<file path="src/rtl/fsm_vend_param_pkg.sv">
// Shared types and constants for the parametrised vending controller.
package fsm_vend_param_pkg;

  typedef enum logic [1:0] {
    ST_IDLE    = 2'd0,
    ST_COLLECT = 2'd1,
    ST_VEND    = 2'd2,
    ST_CHANGE  = 2'd3
  } state_t;

  // coin weights in half-units
  localparam int W_A = 1;
  localparam int W_B = 2;

endpackage

</file>
<file path="src/rtl/fsm_vend_param_if.sv">
// Coin/hopper/flag bundle between the vending controller and its surroundings.
interface fsm_vend_param_if #(
  parameter int CW = 4
);
  logic          a_point5;
  logic          b_1;
  logic          cancel;
  logic          chg_ready;
  logic          coin_ready;
  logic          sell_flag;
  logic          refund_flag;
  logic          chg_valid;
  logic [CW-1:0] credit;

  modport master (
    output a_point5, b_1, cancel, chg_ready,
    input  coin_ready, sell_flag, refund_flag, chg_valid, credit
  );

  modport slave (
    input  a_point5, b_1, cancel, chg_ready,
    output coin_ready, sell_flag, refund_flag, chg_valid, credit
  );
endinterface

</file>
<file path="src/rtl/fsm_vend_param_change.sv">
// Loadable down-counter paying out one half-unit per valid/ready beat.
module fsm_vend_param_change #(
  parameter int CW = 4
) (
  input  logic          clk,
  input  logic          rst,
  input  logic          load,
  input  logic [CW-1:0] load_val,
  input  logic          ready,
  output logic          valid,
  output logic          done
);

  logic [CW-1:0] cnt;

  always_ff @(posedge clk or posedge rst) begin
    if (rst) begin
      cnt <= '0;
    end else if (load) begin
      cnt <= load_val;
    end else if (valid && ready) begin
      cnt <= cnt - 1'b1;
    end
  end

  assign valid = (cnt != '0);
  // last half-unit is being accepted on this edge
  assign done  = valid && ready && (cnt == CW'(1));

endmodule

</file>
<file path="src/rtl/fsm_vend_param.sv">
// Vending controller: credit accumulation, vend, change/refund payout.
// Optional idle auto-refund is built when FSM_VEND_TIMEOUT_EN is defined.
module fsm_vend_param
  import fsm_vend_param_pkg::*;
#(
  parameter int PRICE   = 3,
  parameter int CW      = 4,
  parameter int TMO_CYC = 50
) (
  input logic             clk,
  input logic             rst,
  fsm_vend_param_if.slave bus
);

  if (PRICE < 1 || PRICE > (2**CW) - 3) begin : g_bad_price
    $error("PRICE out of range for CW");
  end
  if (TMO_CYC < 1) begin : g_bad_tmo
    $error("TMO_CYC must be at least 1");
  end

  state_t        state, state_nxt;
  logic [CW-1:0] credit_q, credit_nxt;
  logic [CW-1:0] add, sum, load_val;
  logic          load, coin, timeout;
  logic          refund_q, refund_nxt;
  logic          chg_valid_i, chg_done, chg_ready_i;

  assign add  = (bus.a_point5 ? CW'(W_A) : '0) + (bus.b_1 ? CW'(W_B) : '0);
  assign sum  = credit_q + add;
  assign coin = bus.a_point5 || bus.b_1;

`ifdef FSM_VEND_TIMEOUT_EN
  localparam int TW = $clog2(TMO_CYC + 1);
  logic [TW-1:0] tmo_q;

  // counts coin-less COLLECT cycles down to terminal count
  always_ff @(posedge clk or posedge rst) begin
    if (rst) begin
      tmo_q <= TW'(TMO_CYC - 1);
    end else if (state != ST_COLLECT || coin) begin
      tmo_q <= TW'(TMO_CYC - 1);
    end else if (tmo_q != '0) begin
      tmo_q <= tmo_q - 1'b1;
    end
  end

  assign timeout = (state == ST_COLLECT) && !coin && (tmo_q == '0);
`else
  assign timeout = 1'b0;
`endif

  always_ff @(posedge clk or posedge rst) begin
    if (rst) begin
      state    <= ST_IDLE;
      credit_q <= '0;
      refund_q <= 1'b0;
    end else begin
      state    <= state_nxt;
      credit_q <= credit_nxt;
      refund_q <= refund_nxt;
    end
  end

  always_comb begin
    state_nxt  = state;
    credit_nxt = credit_q;
    load       = 1'b0;
    load_val   = sum - CW'(PRICE);
    refund_nxt = 1'b0;
    case (state)
      ST_IDLE, ST_COLLECT: begin
        // a coin always wins over a simultaneous cancel
        if (coin) begin
          if (sum >= CW'(PRICE)) begin
            state_nxt  = ST_VEND;
            credit_nxt = '0;
            load       = 1'b1;
          end else begin
            state_nxt  = ST_COLLECT;
            credit_nxt = sum;
          end
        end else if (state == ST_COLLECT && (bus.cancel || timeout)) begin
          state_nxt  = ST_CHANGE;
          credit_nxt = '0;
          load       = 1'b1;
          load_val   = credit_q;
          refund_nxt = 1'b1;
        end
      end
      ST_VEND: begin
        state_nxt = chg_valid_i ? ST_CHANGE : ST_IDLE;
      end
      ST_CHANGE: begin
        if (chg_done || !chg_valid_i) state_nxt = ST_IDLE;
      end
      default: state_nxt = ST_IDLE;
    endcase
  end

  always_comb begin
    bus.coin_ready  = (state == ST_IDLE) || (state == ST_COLLECT);
    bus.sell_flag   = (state == ST_VEND);
    bus.refund_flag = refund_q;
    bus.chg_valid   = (state == ST_CHANGE) && chg_valid_i;
    bus.credit      = credit_q;
    chg_ready_i     = (state == ST_CHANGE) && bus.chg_ready;
  end

  fsm_vend_param_change #(.CW(CW)) u_change (
    .clk      (clk),
    .rst      (rst),
    .load     (load),
    .load_val (load_val),
    .ready    (chg_ready_i),
    .valid    (chg_valid_i),
    .done     (chg_done)
  );

endmodule
</file>
<file path="src/flat_wrapper.sv">
// flat-port wrapper written by rule: the top's interface ports become plain ports
module fsm_vend_param_flat import fsm_vend_param_pkg::*;
#(
  parameter int PRICE   = 3,
  parameter int CW      = 4,
  parameter int TMO_CYC = 50
)
  (clk, rst, bus_a_point5, bus_b_1, bus_cancel, bus_chg_ready, bus_coin_ready, bus_sell_flag, bus_refund_flag, bus_chg_valid, bus_credit);
  fsm_vend_param_if #(.CW(CW)) bus_i ();
  input logic clk;
  input logic rst;
  input wire logic [$bits(bus_i.a_point5)-1:0] bus_a_point5;
  input wire logic [$bits(bus_i.b_1)-1:0] bus_b_1;
  input wire logic [$bits(bus_i.cancel)-1:0] bus_cancel;
  input wire logic [$bits(bus_i.chg_ready)-1:0] bus_chg_ready;
  output wire logic [$bits(bus_i.coin_ready)-1:0] bus_coin_ready;
  output wire logic [$bits(bus_i.sell_flag)-1:0] bus_sell_flag;
  output wire logic [$bits(bus_i.refund_flag)-1:0] bus_refund_flag;
  output wire logic [$bits(bus_i.chg_valid)-1:0] bus_chg_valid;
  output wire logic [$bits(bus_i.credit)-1:0] bus_credit;
  assign bus_i.a_point5 = bus_a_point5;
  assign bus_i.b_1 = bus_b_1;
  assign bus_i.cancel = bus_cancel;
  assign bus_i.chg_ready = bus_chg_ready;
  assign bus_coin_ready = bus_i.coin_ready;
  assign bus_sell_flag = bus_i.sell_flag;
  assign bus_refund_flag = bus_i.refund_flag;
  assign bus_chg_valid = bus_i.chg_valid;
  assign bus_credit = bus_i.credit;
  fsm_vend_param #(.PRICE(PRICE), .CW(CW), .TMO_CYC(TMO_CYC)) u_core (.clk(clk), .rst(rst), .bus(bus_i));
endmodule
</file>
<file path="config.mk">
export PLATFORM = sky130hd
export DESIGN_NAME = fsm_vend_param_flat
export DESIGN_NICKNAME = d
export VERILOG_FILES = /design/src/rtl/fsm_vend_param_pkg.sv /design/src/rtl/fsm_vend_param_if.sv /design/src/rtl/fsm_vend_param_change.sv /design/src/rtl/fsm_vend_param.sv /design/src/flat_wrapper.sv
export SDC_FILE = /design/constraint.sdc
export NUM_CORES = 1
export LEC_CHECK = 0
export ABC_AREA = 1
export CELL_PAD_IN_SITES_DETAIL_PLACEMENT = 0
export CELL_PAD_IN_SITES_GLOBAL_PLACEMENT = 1
export CORE_MARGIN = 2
export CORE_UTILIZATION = 37
export CTS_CLUSTER_DIAMETER = 150
export DETAILED_ROUTE_END_ITERATION = 16
export PLACE_DENSITY_LB_ADDON = 0.08
export SYNTH_ARGS = -nofsm -noshare
export SYNTH_HDL_FRONTEND = slang
export SYNTH_SLANG_ARGS = --single-unit
</file>
<file path="constraint.sdc">
create_clock -name clk -period 2.55 [get_ports clk]
set_input_delay 0.3825 -clock clk [delete_from_list [all_inputs] [get_ports clk]]
set_output_delay 0.3825 -clock clk [all_outputs]
set_load 0.03 [all_outputs]
</file>
---- Word-level counts from Yosys, hierarchy flattened ----
Cells that the tools add are included.
storage, ports and cells
  register bits ........................... 11
  word-level logic and storage cells ...... 53
  input port bits ......................... 6
  output and inout bits ................... 8
operators by class
  equality and inequality tests ........... 6
  $lt $le $gt $ge ......................... 1
  reduce and logical (&&, ||, !) cells .... 16
  add/subtract/negate cells ............... 4
  mux-type cells .......................... 22
operators with widths
  kind                                                   count
  two-way mux 4 bit                                      8
  two-way mux 2 bit                                      6
  adder 4 bit                                            2
  two-way mux 1 bit                                      7
  one-hot mux 2 bit (3 select lines)                     1
  logical AND 1 bit                                      5
  == test 2 bit, second input constant                   2
  == test 4 x 1 -> 1 bit, second input constant          1
  >= comparator 4 x 2 -> 1 bit, second input constant    1
  AND reduction 2 bit                                    2
  nonzero test 2 bit                                     2
  nonzero test 4 bit                                     1
  subtractor 4 x 1 -> 4 bit, second input constant       1
  subtractor 4 x 2 -> 4 bit, second input constant       1
  logical OR 1 bit                                       3
  inequality test 3 x 1 -> 1 bit, second input constant  1
  == test 2 x 1 -> 1 bit, second input constant          1
  logical NOT 2 bit                                      1
  inequality test 2 x 1 -> 1 bit, second input constant  1
  OR reduction 2 bit                                     1
  logical NOT 1 bit                                      1

---- Longest topological paths before layout ----
Gate-level depths: netlist of the first run.
  word-level depth ........................ 8
  depth in mapped cells ................... 13
  depth with buffers taken out ............ 13

---- Cells and area by module ----
A second synthesis of the first run with hierarchy kept.
unflattened totals
  cells, all modules ...................... 127
  area, all modules ....................... 915.9 µm²
by module, submodules not included
  module                 cells an instance  area each (µm²)  times used  seq. area each (µm²)
  fsm_vend_param         83                 595.6            1           175.2
  fsm_vend_param_change  44                 320.3            1           100.1

---- Worst setup path after synthesis of the first run ----
Ideal clock, no wire load.
  path type ............................... reg2reg
  start point ............................. reg u_core.credit_q[0], in the netlist u_core.bus.credit[0]
  end point ............................... reg u_core.u_change.cnt[0]
  cell stages (with the launch flop) ...... 12
  required time ........................... 2423 ps
  buffers on the path ..................... 0
  data arrival time ....................... 2072 ps
  slack ................................... 351 ps
  clock period less this slack ............ 2199 ps
  library setup time ...................... 127 ps
  cells stage by stage .................... dfrtp_1 -> ha_1 -> inv_1 -> fa_1 -> inv_1 -> ha_1 -> nor2_4 -> nand3_4 -> nand2_4 -> inv_2 -> o211ai_1 -> o21ai_1
on the way
  longest elaborated chain between the ends .. 6
  elaborated cells between the ends (all ways) .. 11
  classes of those cells .................. add/sub: 2; order compare: 1; mux: 7; reduce/logical: 1
ends and longest elaborated chain
  element                                                                           RTL line                                    RTL
  from (decl)                                                                       fsm_vend_param.sv:23                        logic [CW-1:0] credit_q, credit_nxt;
  from (signal assigned)                                                            fsm_vend_param.sv:60                        credit_q <= credit_nxt;
  adder 4 bit                                                                       fsm_vend_param.sv:30                        assign sum = credit_q + add;
  subtractor 4 x 2 -> 4 bit / >= comparator 4 x 2 -> 1 bit (equally long branches)  fsm_vend_param.sv:69, fsm_vend_param.sv:75
  two-way mux 4 bit / two-way mux 1 bit (equally long branches)                     fsm_vend_param.sv:83, fsm_vend_param.sv:75
  two-way mux 4 bit / two-way mux 1 bit (equally long branches)                     fsm_vend_param.sv:74                        if (coin) begin
  two-way mux 4 bit / two-way mux 1 bit (equally long branches)                     fsm_vend_param.sv:71                        case (state)
  two-way mux 4 bit / nonzero test 2 bit (equally long branches)                    -
  to (signal assigned)                                                              fsm_vend_param_change.sv:20                 cnt <= load_val;
  to (signal assigned)                                                              fsm_vend_param_change.sv:22                 cnt <= cnt - 1'b1;
  to (decl)                                                                         fsm_vend_param_change.sv:14                 logic [CW-1:0] cnt;
Several ways; a longest one is shown, not always the timed one.
A chain may end at the register's enable or synchronous reset.

---- Final worst setup path of the first run ----
  start point ............................. reg u_core.u_change.cnt[0]
  end point ............................... out bus_chg_valid
on the way
  longest elaborated chain between the ends .. 2
ends and longest elaborated chain
  element             RTL line                     RTL
  nonzero test 4 bit  fsm_vend_param_change.sv:26  assign valid = (cnt != '0);
  logical AND 1 bit   fsm_vend_param.sv:105        bus.chg_valid = (state == ST_CHANGE) && chg_valid_i;
  to (decl)           flat_wrapper.sv:19           output wire logic [$bits(bus_i.chg_valid)-1:0] bus_chg_valid;
No other way between the ends.

==> results of run 1 <==
[area by class of cell]
cell class | count | area share [%]
clock inverter | 1 | 0.4608
multi-input combinational | 85 | 46.20
timing repair buffer | 17 | 14.75
inverter | 23 | 7.949
clock buffer | 3 | 2.074
tap | 28 | 3.226
sequential | 11 | 25.35
[cell families (layout without fill, tap and decap cells)]
logic type	Yosys count	after routing	synth area share [%]
fa+ha+maj	6	6	9.565
compound gates	13	13	9.711
flops	11	11	31.88
buf+inv	23	44	10.00
xor+xnor	3	3	3.044
simple gates	63	63	35.80
[routing by layer]
metal	vias up	wire length (um)
met5	-	0
met4	0	10
met3	2	61
met2	12	827
met1	350	939
li1	419	-
[power groups by stage]
stage	clock [uW]	sequential (uW)	combinational (uW)
after detailed placement	0	298	758
final	122	295	746
after CTS	130	296	759
after global placement	0	298	754
after floorplan	0	309	536
after global routing	141	307	861
[metrics by stage]
step	setup slack [ns]	TNS, ns	total power (uW)	hold slack, ns
after floorplan	0.3514	0	845.0	0.2349
after global placement	0.03974	0	1052	0.5267
after detailed placement	-0.008207	-0.008207	1056	0.5328
after CTS	0.2110	0	1186	0.4105
after global routing	0.05425	0	1309	0.4846
final	0.2370	0	1163	0.4110
[critical path, delay by kind of cell, from the launching register on]
kind	cells	cell delay, ns
adder cells (fa/ha/maj)	1	0.22
buffers and inverters	2	0.74
flip-flops	1	0.38
AND/OR/NAND/NOR	3	0.32
[sequential cells by signal, summed over array words and instances (netlist names)]
| signal | flops |
|---|---|
| u_core.bus.credit | 4 |
| u_core.state | 2 |
| u_core.bus.refund_flag | 1 |
| u_core.u_change.cnt | 4 |
[final timing paths]
check / startpoint / depth (start not counted) / slack, ns / to
worst max-delay path: u_core.u_change.cnt[0] / 6 / 0.24 / bus_chg_valid
worst min-delay path: rst / 2 / 0.41 / u_core.bus.credit[0]
worst max register to register: u_core.bus.credit[0] / 11 / 0.46 / u_core.u_change.cnt[0]
worst min register to register: u_core.u_change.cnt[3] / 2 / 0.55 / u_core.u_change.cnt[3]
max in group asynchronous: rst / 2 / 1.82 / u_core.u_change.cnt[3]
min in group clk: u_core.u_change.cnt[3] / 2 / 0.55 / u_core.u_change.cnt[3]
[placed cells by master (no fill, tap or decap), drive strengths merged]
| cell | synthesis | layout |
|---|---|---|
| clkinv | 0 | 1 |
| inv | 23 | 23 |
| nand3 | 18 | 18 |
| nand2 | 31 | 31 |
| buf | 0 | 4 |
| clkdlybuf4s50 | 0 | 13 |
| clkbuf | 0 | 3 |
| ha | 5 | 5 |
| nand4 | 1 | 1 |
| xor2 | 3 | 3 |
| o211ai | 1 | 1 |
| fa | 1 | 1 |
| nor2 | 13 | 13 |
| a21oi | 2 | 2 |
| a21boi | 2 | 2 |
| dfrtp | 11 | 11 |
| o21ai | 8 | 8 |
==> impl_metrics.env, run 1 <==
export IMPL_num_antenna_cells=0
export IMPL_syn_nets=131
export IMPL_ys_types=22
export IMPL_slowest_delay_ns=0.67
export IMPL_postCtsSetupBuffers=0
export IMPL_drtIter0Drc=13
export IMPL_cp_required_ns=2.17
export IMPL_busiest_layer="met2"
export IMPL_grt_overflow_total=0
export IMPL_tightestPinTransition_ns=0.4642
export IMPL_ys_top_cells_by_area="dfrtp_1 32%, nand2_1 11%, nand3_1 9.9%"
export IMPL_ys_seq_area_share_pct=31.88
export IMPL_cts_reportedPaths_clkPinSlew_ns=0.08
export IMPL_period_share_pct=90.71
export IMPL_sw_frac_of_total_pct=48.73
export IMPL_slowest_stage="clkdlybuf4s50_1"
export IMPL_max_slew_margin_rel_pct=69.02
export IMPL_ios=14
export IMPL_h_tree_depth=1
export IMPL_synth_area_um2=863.3
export IMPL_seqCellArea_um2=275.3
export IMPL_synthArstFlopShare_pct=100.0
export IMPL_start_util_pct=39.03
export IMPL_numCtsBuffers=3
export IMPL_routed_via_density=4.661
export IMPL_ys_seq_elements=11
export IMPL_p_switching_uw=566.8
export IMPL_ir_drop_v=0.0004781
export IMPL_drc_errors=0
export IMPL_cts_sinks=11
export IMPL_combPwrFrac_pct=64.1
export IMPL_dp_hpwl_um=1519
export IMPL_gr_usage_all_layers_pct=17.22
export IMPL_fill_cells=243
export IMPL_io_buffers=13
export IMPL_worstSetupPathType="reg -> out"
export IMPL_dpl_cell_area_um2=1059
export IMPL_synthFlopType="dfrtp_1"
export IMPL_end_kind="output port"
export IMPL_synth_common_cells="26 x nand2_1, 20 x inv_1, 17 x nand3_1, 11 x dfrtp_1, 10 x nor2_1"
export IMPL_syn_inst=119
export IMPL_fin_nets=153
export IMPL_antenna_found_initial=0
export IMPL_finalClockSkew_ns=0.005390
export IMPL_vias=783
export IMPL_synth_top_area_share_pct=31.88
export IMPL_cts_tree="yes"
export IMPL_path_max_fanout=3
export IMPL_post_cts_resized=0
export IMPL_core_um2=2212
export IMPL_synth_largest_area_cell="dfrtp_1"
export IMPL_die_h_um=52.31
export IMPL_p_per_area_nw_per_um2=1071
export IMPL_die_area_um2=2736
export IMPL_synth_edf_count=0
export IMPL_clock_path_buffers=2
export IMPL_use_met1_pct=22.97
export IMPL_utilization_pct=49.10
export IMPL_p_leak_uw=0.0005634
export IMPL_grt_util_met2_pct=27.29
export IMPL_grt_pass1_wl_um=3456
export IMPL_grt_pass1_vias=807
export IMPL_grtUsageMet3_pct=5.143
export IMPL_drv_cap=0
export IMPL_wl_um=1838
export IMPL_syn_avg_cell_area_um2=7.255
export IMPL_place_congestion=0.7782
export IMPL_dp_cells=164
export IMPL_status="finished, final reports clean"
export IMPL_clockRootBuffer="clkbuf_4"
export IMPL_drive_gt1_share_pct=15.00
export IMPL_yosysMostFrequentCell="nand2_1"
export IMPL_insertion_delay_ns=0.27
export IMPL_multi_input_area_um2=501.7
export IMPL_p_int_uw=596.2
export IMPL_clock_power_share_pct=10.5
export IMPL_yosys_warnings=0
export IMPL_dr_pass1_iters=4
export IMPL_cp_start_kind="register"
export IMPL_power_frac_seq_pct=25.4
export IMPL_final_area_um2=1086
export IMPL_grt_max_degree=12
export IMPL_cts_hold_buf=0
export IMPL_fmax_mhz=432.3
export IMPL_slew_violations=0
export IMPL_areaGrowthSynthToFinish_pct=25.80
export IMPL_finalSetupViolCount=0
export IMPL_die_w_um=52.31
export IMPL_hold_violations=0
export IMPL_path_cells="inv_1 -> ha_1 -> nand3_1 -> nand2_1 -> nor2_4 -> clkdlybuf4s50_1"
export IMPL_rsz0062_at_grt="no"
export IMPL_critPathArrivalTime_ns=1.93
export IMPL_ant_nets=0
export IMPL_final_cell_count_no_fill=168
export IMPL_wl_per_cell_um=10.94
export IMPL_min_path_type="in -> async"
export IMPL_rows=17
export IMPL_finalCriticalPeriod_ns=2.313
No activity file was read; power rests on OpenSTA's default activity.
==> run 2: changes to the inputs <==
--- a/config.mk
+++ b/config.mk
@@ -12,7 +12,7 @@
 export CORE_UTILIZATION = 37
 export CTS_CLUSTER_DIAMETER = 150
 export DETAILED_ROUTE_END_ITERATION = 16
-export PLACE_DENSITY_LB_ADDON = 0.08
+export PLACE_DENSITY_LB_ADDON = 0.1
 export SYNTH_ARGS = -nofsm -noshare
 export SYNTH_HDL_FRONTEND = slang
 export SYNTH_SLANG_ARGS = --single-unit
==> impl_metrics.env, run 2 (same netlist as run 1, synthesis figures left out) <==
export IMPL_dr_pass1_iters=4
export IMPL_fmax_mhz=429.6
export IMPL_path_max_fanout=3
export IMPL_grt_pass1_wl_um=3243
export IMPL_dp_hpwl_um=1464
export IMPL_period_share_pct=91.29
export IMPL_cts_sinks=11
export IMPL_whs_ns=0.4046
export IMPL_rsz0062_at_grt="no"
export IMPL_fin_nets=153
export IMPL_path_cells="inv_1 -> ha_1 -> nand3_1 -> nand2_1 -> nor2_4 -> clkdlybuf4s50_1"
export IMPL_end_kind="output port"
export IMPL_routed_via_density=4.542
export IMPL_ios=14
export IMPL_fill_cells=248
export IMPL_layout_common_cells="26 x nand2_1, 20 x inv_1, 17 x nand3_1"
export IMPL_place_congestion=0.8165
export IMPL_wl_per_cell_um=10.42
export IMPL_slew_violations=0
export IMPL_critPathArrivalTime_ns=1.95
export IMPL_grt_overflow_total=0
export IMPL_wl_um=1751
export IMPL_p_per_area_nw_per_um2=1070
export IMPL_clockRootBuffer="clkbuf_4"
export IMPL_drv_cap=0
export IMPL_antenna_found_initial=0
export IMPL_slowest_delay_ns=0.67
export IMPL_post_cts_resized=0
export IMPL_drc_errors=0
export IMPL_clock_path_buffers=2
export IMPL_seqCellArea_um2=275.3
export IMPL_p_leak_uw=0.0005634
export IMPL_core_um2=2212
export IMPL_grt_pass1_vias=739
export IMPL_h_tree_depth=1
export IMPL_max_slew_margin_rel_pct=69.64
export IMPL_min_path_type="in -> async"
export IMPL_drive_gt1_share_pct=15.00
export IMPL_status="finished, final reports clean"
export IMPL_finalSetupViolCount=0
export IMPL_layout_commonest_cell="nand2_1"
export IMPL_cts_reportedPaths_clkPinSlew_ns=0.08
export IMPL_drtIter0Drc=19
export IMPL_cp_start_kind="register"
export IMPL_die_w_um=52.31
export IMPL_insertion_delay_ns=0.27
export IMPL_num_antenna_cells=0
export IMPL_multi_input_area_um2=501.7
export IMPL_postCtsSetupBuffers=0
export IMPL_tightestPinTransition_ns=0.4549
export IMPL_preCtsSetupSlack_ns=-0.05640
export IMPL_finalCriticalPeriod_ns=2.328
export IMPL_grt_max_degree=12
export IMPL_finalSetupTns_ns=0
export IMPL_ant_nets=0
export IMPL_path_delay_family="buffers and inverters"
export IMPL_vias=763
export IMPL_start_util_pct=39.03
export IMPL_rows=17
export IMPL_path_buf_inv=2
export IMPL_io_buffers=13
export IMPL_die_h_um=52.31
export IMPL_cts_hold_buf=0
export IMPL_numCtsBuffers=3
export IMPL_fin_ws_ns=0.2222
export IMPL_worstSetupPathType="reg -> out"
export IMPL_cts_tree="yes"
export IMPL_gr_usage_all_layers_pct=15.95
export IMPL_hold_violations=0
export IMPL_cp_required_ns=2.17
export IMPL_areaGrowthSynthToFinish_pct=25.80
export IMPL_die_area_um2=2736
export IMPL_finalClockSkew_ns=0.009643
export IMPL_ir_drop_v=0.0006115
export IMPL_slowest_stage="clkdlybuf4s50_1"
## run 2: cell counts in the layout (fill, tap and decap cells not counted)
No cell type changed its count.
## run 2: final timing paths
kind	startpoint	depth (start not counted)	to	slack [ns]
max in group asynchronous	rst	2	u_core.u_change.cnt[3]	1.82
min in group clk	u_core.u_change.cnt[3]	2	u_core.u_change.cnt[3]	0.54
min reg2reg	u_core.u_change.cnt[3]	2	u_core.u_change.cnt[3]	0.54
max	u_core.u_change.cnt[0]	6	bus_chg_valid	0.22
max reg2reg	u_core.bus.credit[0]	11	u_core.u_change.cnt[0]	0.43
min	rst	2	u_core.bus.credit[1]	0.40
## run 2: metal layers
| metal | wire length, um | up-vias | track usage (%) |
|---|---|---|---|
| met2 | 758 | 9 | 24.58 |
| met4 | 0 | 0 | 2.564 |
| met5 | 0 | - | 0 |
| met1 | 932 | 337 | 22.01 |
| met3 | 60 | 0 | 5.143 |
| li1 | - | 417 | - |
## run 2: cell type report
cell class / instances / area share [%]
Tap cell: 28 / 3.226
Clock buffer: 3 / 2.074
Timing Repair Buffer: 17 / 14.75
Sequential cell: 11 / 25.35
Clock inverter: 1 / 0.4608
Multi-Input combinational cell: 85 / 46.20
Inverter: 23 / 7.949
## run 2: report_power, final
group	internal, uW	switching [uW]	leakage (uW)	total, uW
logic	300	448	0.000409	748
registers	239	53.4	0.000137	293
clock network	58.0	62.9	0.0000177	121
total	598	565	0.000563	1160
## run 2: metrics by stage
step           utilization, %  cell area [um^2]  power [uW]  std cells
3_5_place_dp            47.85              1059        1052        164
3_3_place_gp            47.85              1059        1049        164
4_1_cts                 49.10              1086        1180        168
6_report                49.10              1086        1162        168
2_1_floorplan               -             863.3       845.0        119
5_1_grt                 49.10              1086        1302        168
